==> config.mk <==
export PLATFORM = sky130hd
export DESIGN_NAME = frame_buffer_writer
export DESIGN_NICKNAME = d
export VERILOG_FILES = /design/src/rtl/frame_buffer_writer.sv
export SDC_FILE = /design/constraint.sdc
export NUM_CORES = 1
export LEC_CHECK = 0
export BUFFER_PORTS_ARGS = -buffer_cell sky130_fd_sc_hd__buf_2
export CORE_MARGIN = 5
export CORE_UTILIZATION = 40
export CTS_CLUSTER_DIAMETER = 120
export DETAILED_ROUTE_END_ITERATION = 10
export PLACE_DENSITY = 0.6
export SYNTH_ARGS = -nofsm -noshare
export SYNTH_HDL_FRONTEND = slang
export SYNTH_SLANG_ARGS = --single-unit
==> constraint.sdc <==
create_clock -name clk -period 2.8 [get_ports clk]
set_input_delay 0.56 -clock clk [delete_from_list [all_inputs] [get_ports clk]]
set_output_delay 0.56 -clock clk [all_outputs]
set_load 0.1 [all_outputs]
==> src/rtl/frame_buffer_writer.sv <==
// Raster RGB stream to four slice memories: tracks x/y, derives slice and
// linear address incrementally, resyncs on SOF and flags framing events.
module frame_buffer_writer #(
    parameter int H_ACTIVE    = 800,
    parameter int V_ACTIVE    = 600,
    parameter int SLICE_LINES = 150,
    parameter int ADDR_W      = 17
) (
    input  logic              clk,
    input  logic              reset,
    input  logic              pix_valid,
    input  logic              pix_sof,
    input  logic [23:0]       pix_data,
    output logic              pix_ready,
    output logic              wr_en,
    output logic [1:0]        wr_slice,
    output logic [ADDR_W-1:0] wr_addr,
    output logic [7:0]        wr_red,
    output logic [7:0]        wr_green,
    output logic [7:0]        wr_blue,
    output logic              frame_done,
    output logic              sof_err,
    output logic [15:0]       drop_count,
    output logic              busy
);
    localparam logic [9:0] X_LAST = 10'(H_ACTIVE - 1);
    localparam logic [9:0] Y_LAST = 10'(V_ACTIVE - 1);
    localparam logic [7:0] L_LAST = 8'(SLICE_LINES - 1);

    typedef enum logic {IDLE, WRITE} state_t;
    state_t state, state_nx;

    logic [9:0]        x, x_nx, y, y_nx;
    logic [7:0]        line, line_nx;
    logic [1:0]        slice, slice_nx, wr_slice_nx;
    logic [ADDR_W-1:0] addr, addr_nx, wr_addr_nx;
    logic [23:0]       wr_data, wr_data_nx;
    logic [15:0]       drop_nx;
    logic              wr_en_nx, frame_done_nx, sof_err_nx;
    logic              accept, last_pix, restart;

    assign pix_ready = !reset;
    assign accept    = pix_valid && !reset;
    assign last_pix  = (x == X_LAST) && (y == Y_LAST);
    // SOF on the final pixel is treated as that pixel, so frame_done wins.
    assign restart   = pix_sof && !(x == 10'd0 && y == 10'd0) && !last_pix;
    assign busy      = (state == WRITE);
    assign {wr_red, wr_green, wr_blue} = wr_data;

    always_ff @(posedge clk) begin
        if (reset) state <= IDLE;
        else       state <= state_nx;
    end

    always_comb begin
        state_nx = state;
        if (accept) begin
            case (state)
                IDLE:    if (pix_sof) state_nx = WRITE;
                WRITE:   if (last_pix) state_nx = IDLE;
                default: state_nx = IDLE;
            endcase
        end
    end

    always_comb begin
        x_nx = x; y_nx = y; line_nx = line; slice_nx = slice; addr_nx = addr;
        wr_slice_nx = wr_slice; wr_addr_nx = wr_addr; wr_data_nx = wr_data;
        drop_nx = drop_count;
        wr_en_nx = 1'b0; frame_done_nx = 1'b0; sof_err_nx = 1'b0;
        if (accept) begin
            if (state == IDLE && !pix_sof) begin
                if (drop_count != 16'hFFFF) drop_nx = drop_count + 16'd1;
            end else begin
                wr_en_nx   = 1'b1;
                wr_data_nx = pix_data;
                if (state == IDLE || restart) begin
                    // (0,0) write; counters restart one pixel in
                    sof_err_nx  = (state == WRITE);
                    wr_slice_nx = 2'd0;
                    wr_addr_nx  = '0;
                    x_nx = 10'd1; y_nx = 10'd0; line_nx = 8'd0;
                    slice_nx = 2'd0; addr_nx = ADDR_W'(1);
                end else begin
                    wr_slice_nx = slice;
                    wr_addr_nx  = addr;
                    if (last_pix) begin
                        frame_done_nx = 1'b1;
                        x_nx = 10'd0; y_nx = 10'd0; line_nx = 8'd0;
                        slice_nx = 2'd0; addr_nx = '0;
                    end else if (x == X_LAST) begin
                        x_nx = 10'd0;
                        y_nx = y + 10'd1;
                        if (line == L_LAST) begin
                            line_nx  = 8'd0;
                            slice_nx = slice + 2'd1;
                            addr_nx  = '0;
                        end else begin
                            line_nx = line + 8'd1;
                            addr_nx = addr + ADDR_W'(1);
                        end
                    end else begin
                        x_nx    = x + 10'd1;
                        addr_nx = addr + ADDR_W'(1);
                    end
                end
            end
        end
    end

    always_ff @(posedge clk) begin
        if (reset) begin
            x <= '0; y <= '0; line <= '0; slice <= '0; addr <= '0;
            wr_en <= 1'b0; wr_slice <= '0; wr_addr <= '0; wr_data <= '0;
            frame_done <= 1'b0; sof_err <= 1'b0; drop_count <= '0;
        end else begin
            x <= x_nx; y <= y_nx; line <= line_nx; slice <= slice_nx; addr <= addr_nx;
            wr_en <= wr_en_nx; wr_slice <= wr_slice_nx; wr_addr <= wr_addr_nx;
            wr_data <= wr_data_nx; frame_done <= frame_done_nx;
            sof_err <= sof_err_nx; drop_count <= drop_nx;
        end
    end
endmodule
# Word-level counts from Yosys, hierarchy flattened
# Cells that the tools add are included.
# totals
output_inout_bits	64
latchBits	0
input_bits	28
wordCells	74
ff_bits	110
romBits	0
ramBits	0
n_memories	0
# classes
n_mux	25
shifts	0
n_mul	0
reduce_logical	22
n_bitwise	4
n_lt_le_gt_ge	0
div_mod_pow	0
n_eq_ne	4
n_addsub	6
# op_table
cell	count
$mux 17	5
$mux 10	6
$mux 8	4
$add 10x1->10 const B	2
$eq 10x10->1 const B	2
$logic_not 10->1	2
$add 17x1->17 const B	1
$add 16x1->16 const B	1
$ne 16x16->1 const B	1
$mux 2	5
$add 8x1->8 const B	1
$eq 8x8->1 const B	1
$reduce_or 4->1	2
$logic_and 1x1->1	6
$reduce_and 3->1	2
$reduce_bool 3->1	2
$logic_not 1->1	4
$mux 1	4
$not 1->1	4
$reduce_and 4->1	1
$add 2x1->2 const B	1
$pmux 1 s2	1
$reduce_and 2->1	1
$reduce_or 2->1	1
$logic_or 1x1->1	1

# Longest topological paths before layout
# Gate-level depths: netlist of the first run.
# depth
depth_word	8
depth_mapped	10
mapped_depth_nobuf	8

# Worst setup path before layout of the first run
# OpenSTA, ideal clock, no wires.
# synth_timing
path_kind	reg2reg
from	register state, in the netlist busy
to	register slice[0]
path_slack_ns	-0.009
arrival_ns	2.746
setup_ns	0.063
period_less_slack_ns	2.809
n_path_buf	1
t_required_ns	2.737
path_stages_with_launch	9
cell_sequence	dfxtp_1 -> clkbuf_1 -> nor2_1 -> or2_2 -> inv_1 -> nand2_1 -> or4_4 -> mux2_2 -> nor2_2
# synth_via
elab_chain_cells	4
elab_cells_between_ends	8
classes_between	mux (1); bitwise (2); reduce/logical (5)
# synth_rtl
element	line	rtl
start: declaration	31	state_t state, state_nx;
start signal: assignment	52	else state <= state_nx;
$not 1->1 *	--	
$logic_or 1x1->1 or $logic_and 1x1->1 (tied branches)	77, 72	
$reduce_bool 3->1 (no source line) or $not 1->1 (tied branches)	--	
$reduce_and 4->1 (no source line)	--	
end signal: assignment	117	x <= x_nx; y <= y_nx; line <= line_nx; slice <= slice_nx; addr <= addr_nx;
end: declaration	35	logic [1:0] slice, slice_nx, wr_slice_nx;
# Every way passes the cells marked *; elsewhere a longest branch is shown, timed or not.
# A chain may end at the register's enable or synchronous reset.

# Worst setup path after layout of the first run
# layout_timing
from	register y[3]
to	register slice[0]
# layout_via
elab_chain_cells	8
elab_cells_between_ends	14
classes_between	eq/ne (1); mux (2); reduce/logical (11)
# layout_rtl
element	line	rtl
start: declaration	33	logic [9:0] x, x_nx, y, y_nx;
start signal: assignment	117	
$logic_not 10->1	46	assign restart = pix_sof && !(x == 10'd0 && y == 10'd0) && !last_pix;
$logic_and 1x1->1	46	
$logic_not 1->1	46	
$logic_and 1x1->1 (2 in a row)	46	
$logic_or 1x1->1	77	if (state == IDLE || restart) begin
$reduce_bool 3->1 (no source line)	--	
$reduce_and 4->1 (no source line)	--	
# Several ways; a longest one is shown, not always the timed one.

==> flow_metrics.env, run 1 <==
export IMPL_postSynthAreaPerCell_um2=8.34
export IMPL_r2r_start="y[3]"
export IMPL_ant_nets=0
export IMPL_grt_pass1_vias=3783
export IMPL_synth_cell_types=54
export IMPL_drive_gt1_frac=0.211
export IMPL_synth_seq_cells=110
export IMPL_p_per_area_nw_per_um2=570
export IMPL_htreeDepth=3
export IMPL_clk_pin_slew_ns=0.08
export IMPL_postCtsHoldBufs=0
export IMPL_syn_to_final_growth_pct=19.8
export IMPL_r2r_cells=6
export IMPL_grt_max_degree=60
export IMPL_vias=4235
export IMPL_dp_hpwl_um=8230
export IMPL_cts_tree="done"
export IMPL_post_cts_setup_buffers=0
export IMPL_fp_row_count=39
export IMPL_hp_start="pix_data[15]"
export IMPL_start_kind="register"
export IMPL_finalInstanceArea_um2=5680
export IMPL_worstHoldPathType="input pin to register"
export IMPL_min_period_ns=2.58
export IMPL_dp_slack_ns=0.238
export IMPL_finalSetupTns_ns=0
export IMPL_antenna_cells=0
export IMPL_max_freq_mhz=388
export IMPL_cts_resized=0
export IMPL_drc=0
export IMPL_grtUsageTotal=0.162
export IMPL_ys_warn_count=0
export IMPL_syn_num_nets=605
export IMPL_crit_path_end_kind="register"
export IMPL_vias_per_cell=5.25
export IMPL_grt_ovfl_total=0
export IMPL_die_h_um=119
export IMPL_ys_flop_type="dfxtp_1"
export IMPL_start_util=0.412
export IMPL_p_leak_nw=2.26
export IMPL_first_pass_iters=5
export IMPL_status="completed"
export IMPL_fp_coreArea_um2=11500
export IMPL_grt_pass1_wl_um=19000
export IMPL_worst_skew_pair_late_latency_ns=0.36
export IMPL_hold_viol_final=0
export IMPL_cp_arrival_ns=2.88
export IMPL_final_max_slew_viol_count=0
export IMPL_min_to="wr_data[15]"
export IMPL_regToRegSetupSlack_ns=0.22
export IMPL_reg2reg_to="slice[0]"
export IMPL_drv_cap=0
export IMPL_whs_path_depth=3
export IMPL_fin_skew_ns=0.0116
export IMPL_placed_cell_area_um2=5390
export IMPL_irDropWorstVdd_v=0.000405
export IMPL_portBuffers=91
export IMPL_totalWireLength_um=11700
export IMPL_fin_util=0.493
export IMPL_die_x_um=119
export IMPL_nets=694
export IMPL_p_total_mw=3.24
export IMPL_max_clock_path_buffers=2
export IMPL_netlist_instances=569
export IMPL_io_pins=92
export IMPL_cts_root_buf="clkbuf_16"
export IMPL_path_class="register to register"
export IMPL_synth_edff_count=0
export IMPL_max_slew_margin=0.466
export IMPL_clkSinkCount=110
export IMPL_critPathMaxFanout=7
export IMPL_setup_viol=0
export IMPL_worstMarginPinSlew_ns=0.801
export IMPL_drt_initial_drc_count=183
export IMPL_numCtsBuffers=9
export IMPL_syn_area_um2=4740
export IMPL_rsz0062_at_grt="no"
export IMPL_wl_per_cell_um=14.5
export IMPL_seq_area_frac_synth=0.464
export IMPL_async_reset_ff_frac=0
export IMPL_gp_congestion=0.801
export IMPL_fin_crit_sh=0.921
export IMPL_fillers=1126
export IMPL_fin_ws_ns=0.220
export IMPL_required_ns=3.10
export IMPL_die_area_um2=14100
export IMPL_antenna_found_initial=0
## state kept, by name (all words and copies together) (netlist names)
name / flops
x: 10
drop_count: 16
line: 8
frame_done: 1
y: 10
busy: 1
wr_data: 24
slice: 2
wr_slice: 2
sof_err: 1
wr_en: 1
addr: 17
wr_addr: 17
## through the flow
step                instances  hold slack (ns)
global placement          790            0.437
global route              806            0.391
CTS                       806            0.374
floorplan                 569            0.457
finish                    806            0.389
detailed placement        790            0.444
## final cells by class
cell class	instances	area, um2	area share
clock buffer	10	239	0.0421
inverter	11	41.3	0.00727
timing repair buffer	107	576	0.101
clock inverter	6	56.3	0.00991
multi-input combinational	419	2390	0.420
tap	143	179	0.0315
sequential	110	2200	0.388
## worst max-delay path, cell delays in order (launching register included)
cell and delay [ns]:
dfxtp_1 0.37, or4_4 0.57, or4_4 0.50, o21a_4 0.24, or4_4 0.49, mux2_2 0.29
nor2_2 0.07
## worst max path at each step
stage                    end  slack [ns]  cells after the start          start
3_3_place_gp        slice[0]        0.26                      6           y[3]
6_report            slice[0]        0.22                      6           y[3]
5_1_grt           wr_addr[8]        0.02                      7           y[3]
4_1_cts             slice[0]        0.22                      6           y[3]
3_5_place_dp        slice[0]        0.24                      6           y[3]
2_1_floorplan  drop_count[8]        0.09                      8  drop_count[0]
## kinds of logic after synthesis
kind of cell,count (synthesis),synth area share
buf+inv,40,0.0327
fa+ha+maj,8,0.0211
xor+xnor,34,0.0628
compound gates,118,0.155
mux,2,0.00475
flops,110,0.464
simple gates,257,0.260
## synthesized netlist by cell type (2+ instances only)
cell       instances  area [um2]
o2111ai_1          2        17.5
nand2_1           84         315
and2_1             3        18.8
dfxtp_1          110        2200
o211ai_1           2        15.0
ha_1               8         100
nand4_1            9        56.3
or3_1              7        43.8
xor2_1            14         123
a211oi_1           2        15.0
mux2_2             2        22.5
xnor2_1           20         175
nor2_1            70         263
a31o_2             3        26.3
or4_1              5        37.5
and4_1             2        17.5
a311oi_1           6        52.6
a22oi_1           17         128
inv_1             11        41.3
clkbuf_1          22        82.6
o22ai_1            2        12.5
and3_1            18         113
a21oi_1           29         145
nor4_1             5        31.3
or2_2              3        18.8
buf_2              4        20.0
or4_4              3        33.8
buf_1              3        11.3
nand3_1           23         115
nor3_1            11        55.1
a21o_1             2        15.0
o21ai_0           42         210
nand2b_1           4        25.0
## layout by cell type, fill, tap and decap left out, drive strengths merged, types with 17 or more instances in the layout
cell and count:
dfxtp 110, buf 107, nand2 84, nor2 71, o21ai 43, a21oi 30
nand3 23, xnor2 20, and3 19, a22oi 17
## layer usage
| metal | global-route usage | vias up | routed length [um] | share of wire |
|---|---|---|---|---|
| li1 | - | 2172 | - | - |
| met1 | 0.215 | 1991 | 5490 | 0.47 |
| met2 | 0.254 | 63 | 5560 | 0.48 |
| met3 | 0.0507 | 9 | 501 | 0.043 |
| met4 | 0.0442 | 0 | 118 | 0.010 |
| met5 | 0 | - | 0 | 0 |
## where the power goes
part	leakage [nW]	switching, mW	internal, mW
clock	0.146	0.602	0.642
sequential	0.891	0.0196	1.59
combinational	1.22	0.305	0.0756
total	2.26	0.926	2.31
Power figures use the tool's default switching activity.
==> run 2: changes to the inputs <==
CTS_BUF_LIST = sky130_fd_sc_hd__clkbuf_4   (was not set)
PLACE_DENSITY = not set   (was 0.6)
==> run 2 against run 1 <==
  * Register-to-register slack worse by 0.02 ns
  * Routed wire length hardly changed
  * Hold slack worse by 0.15 ns
  * Non-clock buffer count stayed put
  * Critical path depth stayed put
  * Critical endpoint is now slice[1]
  * Clock skew is 0.016 ns higher
  * Sequential power hardly changed
  * Die area stayed put
  * Clock power is 41% lower
  * Largest power group unchanged
==> flow_metrics.env, run 2 (synthesis gave the netlist of run 1 again) <==
export IMPL_grt_max_degree=60
export IMPL_largest_register_ffs=24
export IMPL_io_pins=92
export IMPL_totalWireLength_um=11700
export IMPL_p_leak_nw=2.18
export IMPL_fillers=1145
export IMPL_postCtsHoldBufs=0
export IMPL_vias=4217
export IMPL_grt_pass1_vias=3764
export IMPL_drc=0
export IMPL_die_area_um2=14100
export IMPL_numCtsBuffers=9
export IMPL_start_util=0.412
export IMPL_r2r_cells=6
export IMPL_clk_pin_slew_ns=0.18
export IMPL_maxUsedRoutingLayer="met4"
export IMPL_fp_row_count=39
export IMPL_top_regs="wr_data (24), addr (17), wr_addr (17)"
export IMPL_cp_common_cell="or4_4"
export IMPL_cpMaxStageDelayCell="or4_4"
export IMPL_rsz0062_at_grt="no"
export IMPL_portBuffers=91
export IMPL_finalSetupTns_ns=0
export IMPL_first_pass_iters=5
export IMPL_final_max_slew_viol_count=0
export IMPL_path_cells="or4_4 -> or4_4 -> o21a_4 -> or4_4 -> nor4b_2 -> a31o_1"
export IMPL_ant_nets=0
export IMPL_min_period_ns=2.60
export IMPL_drive_gt1_frac=0.211
export IMPL_critPathMaxFanout=7
export IMPL_crit_path_end_kind="register"
export IMPL_die_h_um=119
export IMPL_start_kind="register"
export IMPL_vias_per_cell=5.23
export IMPL_wl_per_cell_um=14.5
export IMPL_wl_met2_um=5610
export IMPL_p_total_mw=2.73
export IMPL_setup_viol=0
export IMPL_grt_ovfl_total=0
export IMPL_clkSinkCount=110
export IMPL_status="completed"
export IMPL_cts_root_buf="clkbuf_4"
export IMPL_nets=694
export IMPL_max_clock_path_buffers=2
export IMPL_fp_coreArea_um2=11500
export IMPL_dp_hpwl_um=8230
export IMPL_worst_skew_pair_late_latency_ns=0.50
export IMPL_timing_hold_ws_ns=0.235
export IMPL_r2r_start="y[3]"
export IMPL_cts_tree="done"
export IMPL_hp_start="pix_data[15]"
export IMPL_cp_arrival_ns=3.04
export IMPL_final_common_cell="dfxtp_1"
export IMPL_htreeDepth=3
export IMPL_required_ns=3.24
export IMPL_syn_to_final_growth_pct=16.3
export IMPL_worstMarginPinSlew_ns=0.813
export IMPL_reg2reg_to="slice[1]"
export IMPL_drv_cap=0
export IMPL_antenna_found_initial=0
export IMPL_cpPeakStageDelay_ns=0.58
export IMPL_layout_common_cells="dfxtp_1 (109), buf_2 (91), nand2_1 (84)"
export IMPL_grtUsageTotal=0.162
export IMPL_fin_crit_sh=0.928
export IMPL_antenna_cells=0
export IMPL_max_slew_margin=0.458
export IMPL_hold_viol_final=0
export IMPL_max_freq_mhz=385
export IMPL_gp_congestion=0.801
export IMPL_whs_path_depth=3
export IMPL_p_per_area_nw_per_um2=495
export IMPL_post_cts_setup_buffers=0
export IMPL_grt_pass1_wl_um=19000
export IMPL_regToRegSetupSlack_ns=0.20
export IMPL_path_class="register to register"
export IMPL_regMostFlops="wr_data"
export IMPL_die_x_um=119
export IMPL_drt_initial_drc_count=208
export IMPL_min_to="wr_data[15]"
export IMPL_wl_met3_um=538
export IMPL_worstHoldPathType="input pin to register"
export IMPL_wl_met1_um=5440
export IMPL_fin_skew_ns=0.0272
export IMPL_irDropWorstVdd_v=0.000414
==> run 2: changes by cell type in the layout (fill, tap and decap cells not counted) <==
| cell | change |
|---|---|
| clkbuf_8 | -1 |
| clkinv_1 | +1 |
| clkbuf_4 | +9 |
| nor3_2 | +1 |
| nor3_1 | -1 |
| clkbuf_16 | -9 |
==> run 2: critical path: cells and delay by family, from the launching register on <==
kind            cells  cell delay, ns
compound gates      2            0.36
flops               1            0.40
simple gates        4            1.80
==> run 2: worst max path at each step <==
stage	from	end	slack, ns	cells past startpoint
after CTS	y[3]	slice[0]	0.21	6
after detailed placement	y[3]	slice[0]	0.24	6
after global placement	y[3]	slice[0]	0.26	6
after floorplan	drop_count[0]	drop_count[8]	0.09	8
after global routing	y[4]	line[6]	0.07	7
final	y[3]	slice[1]	0.20	6
==> run 2: area by class of cell <==
class                   instances  area (um2)  share of cell area
multi-input cells             419        2390               0.433
flip-flops and latches        110        2200               0.399
repair buffers                107         576               0.104
well taps                     143         179              0.0324
clock buffers                   9        67.6              0.0122
clock inverters                 7        60.1              0.0109
inverters                      11        41.3             0.00748
==> run 2: what timing repair did <==
| action | in CTS | in global routing |
|---|---|---|
| hold endpoints to repair | 0 | 0 |
| setup endpoints to repair | 0 | 1 |
| gates resized for setup | 0 | 1 |
==> run 2: per-layer routing <==
| metal | vias up | global-route usage |
|---|---|---|
| li1 | 2174 | - |
| met1 | 1963 | 0.216 |
| met2 | 74 | 0.253 |
| met3 | 6 | 0.0498 |
| met4 | 0 | 0.0500 |
| met5 | - | 0 |
==> run 2: stage by stage <==
step	util	setup slack, ns	std cells	instance area [um2]
2_1_floorplan	-	0.0909	569	4740
3_3_place_gp	0.468	0.263	790	5390
3_5_place_dp	0.468	0.238	790	5390
4_1_cts	0.479	0.211	806	5510
5_1_grt	0.479	0.0670	806	5520
6_report	0.479	0.203	806	5520
==> run 2: where the power goes <==
group | total (mW) | internal, mW | switching [mW]
Sequential | 1.62 | 1.60 | 0.0198
Clock | 0.734 | 0.194 | 0.540
Combinational | 0.380 | 0.0756 | 0.305
==> run 3: changes to the inputs <==
CORE_MARGIN = 2   (was 5)
==> run 3 against run 2 <==
  * The run now ends with DRC left
  * Combinational power about the same
  * Hold slack better by 0.026 ns
  * Critical path depth unchanged
  * Global-route usage up 2.3 points
  * Non-clock buffer count down 1
  * Largest power group unchanged
  * Highest routed layer unchanged
==> flow_metrics.env, run 3 (synthesis gave the netlist of run 1 again) <==
export IMPL_p_per_area_nw_per_um2=523
export IMPL_max_freq_mhz=383
export IMPL_irDropWorstVdd_v=0.000343
export IMPL_nets=693
export IMPL_max_clock_path_buffers=2
export IMPL_post_cts_setup_buffers=0
export IMPL_fp_row_count=39
export IMPL_start_kind="register"
export IMPL_regMostFlops="wr_data"
export IMPL_drive_gt1_frac=0.210
export IMPL_violations="DRC"
export IMPL_cts_resized=0
export IMPL_fin_crit_sh=0.933
export IMPL_fin_skew_ns=0.0192
export IMPL_cpPeakStageDelay_ns=0.56
export IMPL_htreeDepth=3
export IMPL_cts_root_buf="clkbuf_4"
export IMPL_grt_max_degree=58
export IMPL_cp_arrival_ns=3.04
export IMPL_gp_congestion=0.826
export IMPL_start_util=0.412
export IMPL_cts_tree="done"
export IMPL_status="finished with violations"
export IMPL_layout_common_cells="dfxtp_1 (109), buf_2 (91), nand2_1 (84)"
export IMPL_worst_skew_pair_late_latency_ns=0.48
export IMPL_antenna_found_initial=1
export IMPL_crit_path_end_kind="register"
export IMPL_finalSetupTns_ns=0
export IMPL_portBuffers=91
export IMPL_max_slew_margin=0.486
export IMPL_final_common_cell="dfxtp_1"
export IMPL_cpMaxStageDelayCell="or4_4"
export IMPL_die_x_um=113
export IMPL_dp_hpwl_um=8080
export IMPL_drt_initial_drc_count=315
export IMPL_setup_viol=0
export IMPL_totalWireLength_um=11600
export IMPL_min_period_ns=2.61
export IMPL_first_pass_iters=7
export IMPL_drv_cap=0
export IMPL_largest_register_ffs=24
export IMPL_clkSinkCount=110
export IMPL_path_cells="or4_4 -> or4_4 -> o21a_4 -> or4_4 -> mux2_2 -> nor2_2"
export IMPL_rsz0062_at_grt="no"
export IMPL_critPathMaxFanout=7
export IMPL_vias=4251
export IMPL_dp_cells=789
export IMPL_top_regs="wr_data (24), addr (17), wr_addr (17)"
export IMPL_fp_coreArea_um2=11500
export IMPL_postCtsHoldBufs=0
export IMPL_r2r_cells=6
export IMPL_grtUsageTotal=0.185
export IMPL_worstMarginPinSlew_ns=0.771
export IMPL_path_class="register to register"
export IMPL_numCtsBuffers=9
export IMPL_die_h_um=113
export IMPL_die_area_um2=12700
export IMPL_wl_per_cell_um=14.4
export IMPL_io_pins=92
export IMPL_vias_per_cell=5.27
export IMPL_cp_common_cell="or4_4"
export IMPL_whs_path_depth=3
export IMPL_ant_nets=0
export IMPL_grt_pass1_wl_um=19100
export IMPL_p_leak_nw=2.19
export IMPL_syn_to_final_growth_pct=16.9
export IMPL_worstHoldPathType="input pin to register"
export IMPL_hold_viol_final=0
export IMPL_grt_ovfl_total=0
export IMPL_drc=1
export IMPL_grt_pass1_vias=3936
export IMPL_final_max_slew_viol_count=0
export IMPL_clk_pin_slew_ns=0.17
export IMPL_required_ns=3.23
export IMPL_final_cell_count_no_fill=806
run 3: cell count changes in the layout (fill, tap and decap cells not counted), sizes merged:
cell,change
clkinvlp,+2
diode,+1
clkinv,-4
bufinv,+2
buf,-1
run 3: routing by layer:
| metal | part of all wire | vias up | GRT usage |
|---|---|---|---|
| li1 | - | 2175 | - |
| met1 | 0.48 | 1992 | 0.243 |
| met2 | 0.47 | 80 | 0.303 |
| met3 | 0.044 | 4 | 0.0525 |
| met4 | 0.0051 | 0 | 0.0447 |
| met5 | 0 | - | 0 |
run 3: critical path, delay by kind of cell (launching register included):
| family | cells | cell delay [ns] |
|---|---|---|
| mux | 1 | 0.29 |
| simple gates | 4 | 1.64 |
| flops | 1 | 0.40 |
| compound gates | 1 | 0.24 |
run 3: final timing paths:
| path | from | end | slack (ns) |
|---|---|---|---|
| setup / recovery | y[3] | slice[0] | 0.19 |
| hold / removal | pix_data[1] | wr_data[1] | 0.26 |
| setup reg to reg | y[3] | slice[0] | 0.19 |
| hold reg to reg | wr_addr[8] | wr_addr[8] | 0.46 |
run 3: stage by stage:
| stage | instance area [um2] | power (mW) | utilization | hold slack, ns | worst slack [ns] |
|---|---|---|---|---|---|
| detailed placement | 5380 | 2.03 | 0.467 | 0.445 | 0.237 |
| CTS | 5540 | 2.94 | 0.481 | 0.214 | 0.183 |
| global route | 5550 | 3.02 | 0.482 | 0.220 | 0.0362 |
| finish | 5550 | 2.90 | 0.482 | 0.261 | 0.188 |
| floorplan | 4740 | 1.94 | - | 0.457 | 0.0909 |
| global placement | 5380 | 2.03 | 0.467 | 0.437 | 0.267 |
run 3: final cells by class:
class                      count  area (um2)
timing repair buffer         106         568
fill                        1137        5970
multi-input combinational    419        2390
antenna                        1        2.50
tap                          143         179
inverter                      11        41.3
clock buffer                   9        67.6
sequential                   110        2200
clock inverter                 7        97.6
run 3: report_power, final:
part	internal [mW]	total, mW	switching, mW
registers	1.60	1.62	0.0194
clock network	0.365	0.905	0.540
logic	0.0747	0.380	0.305
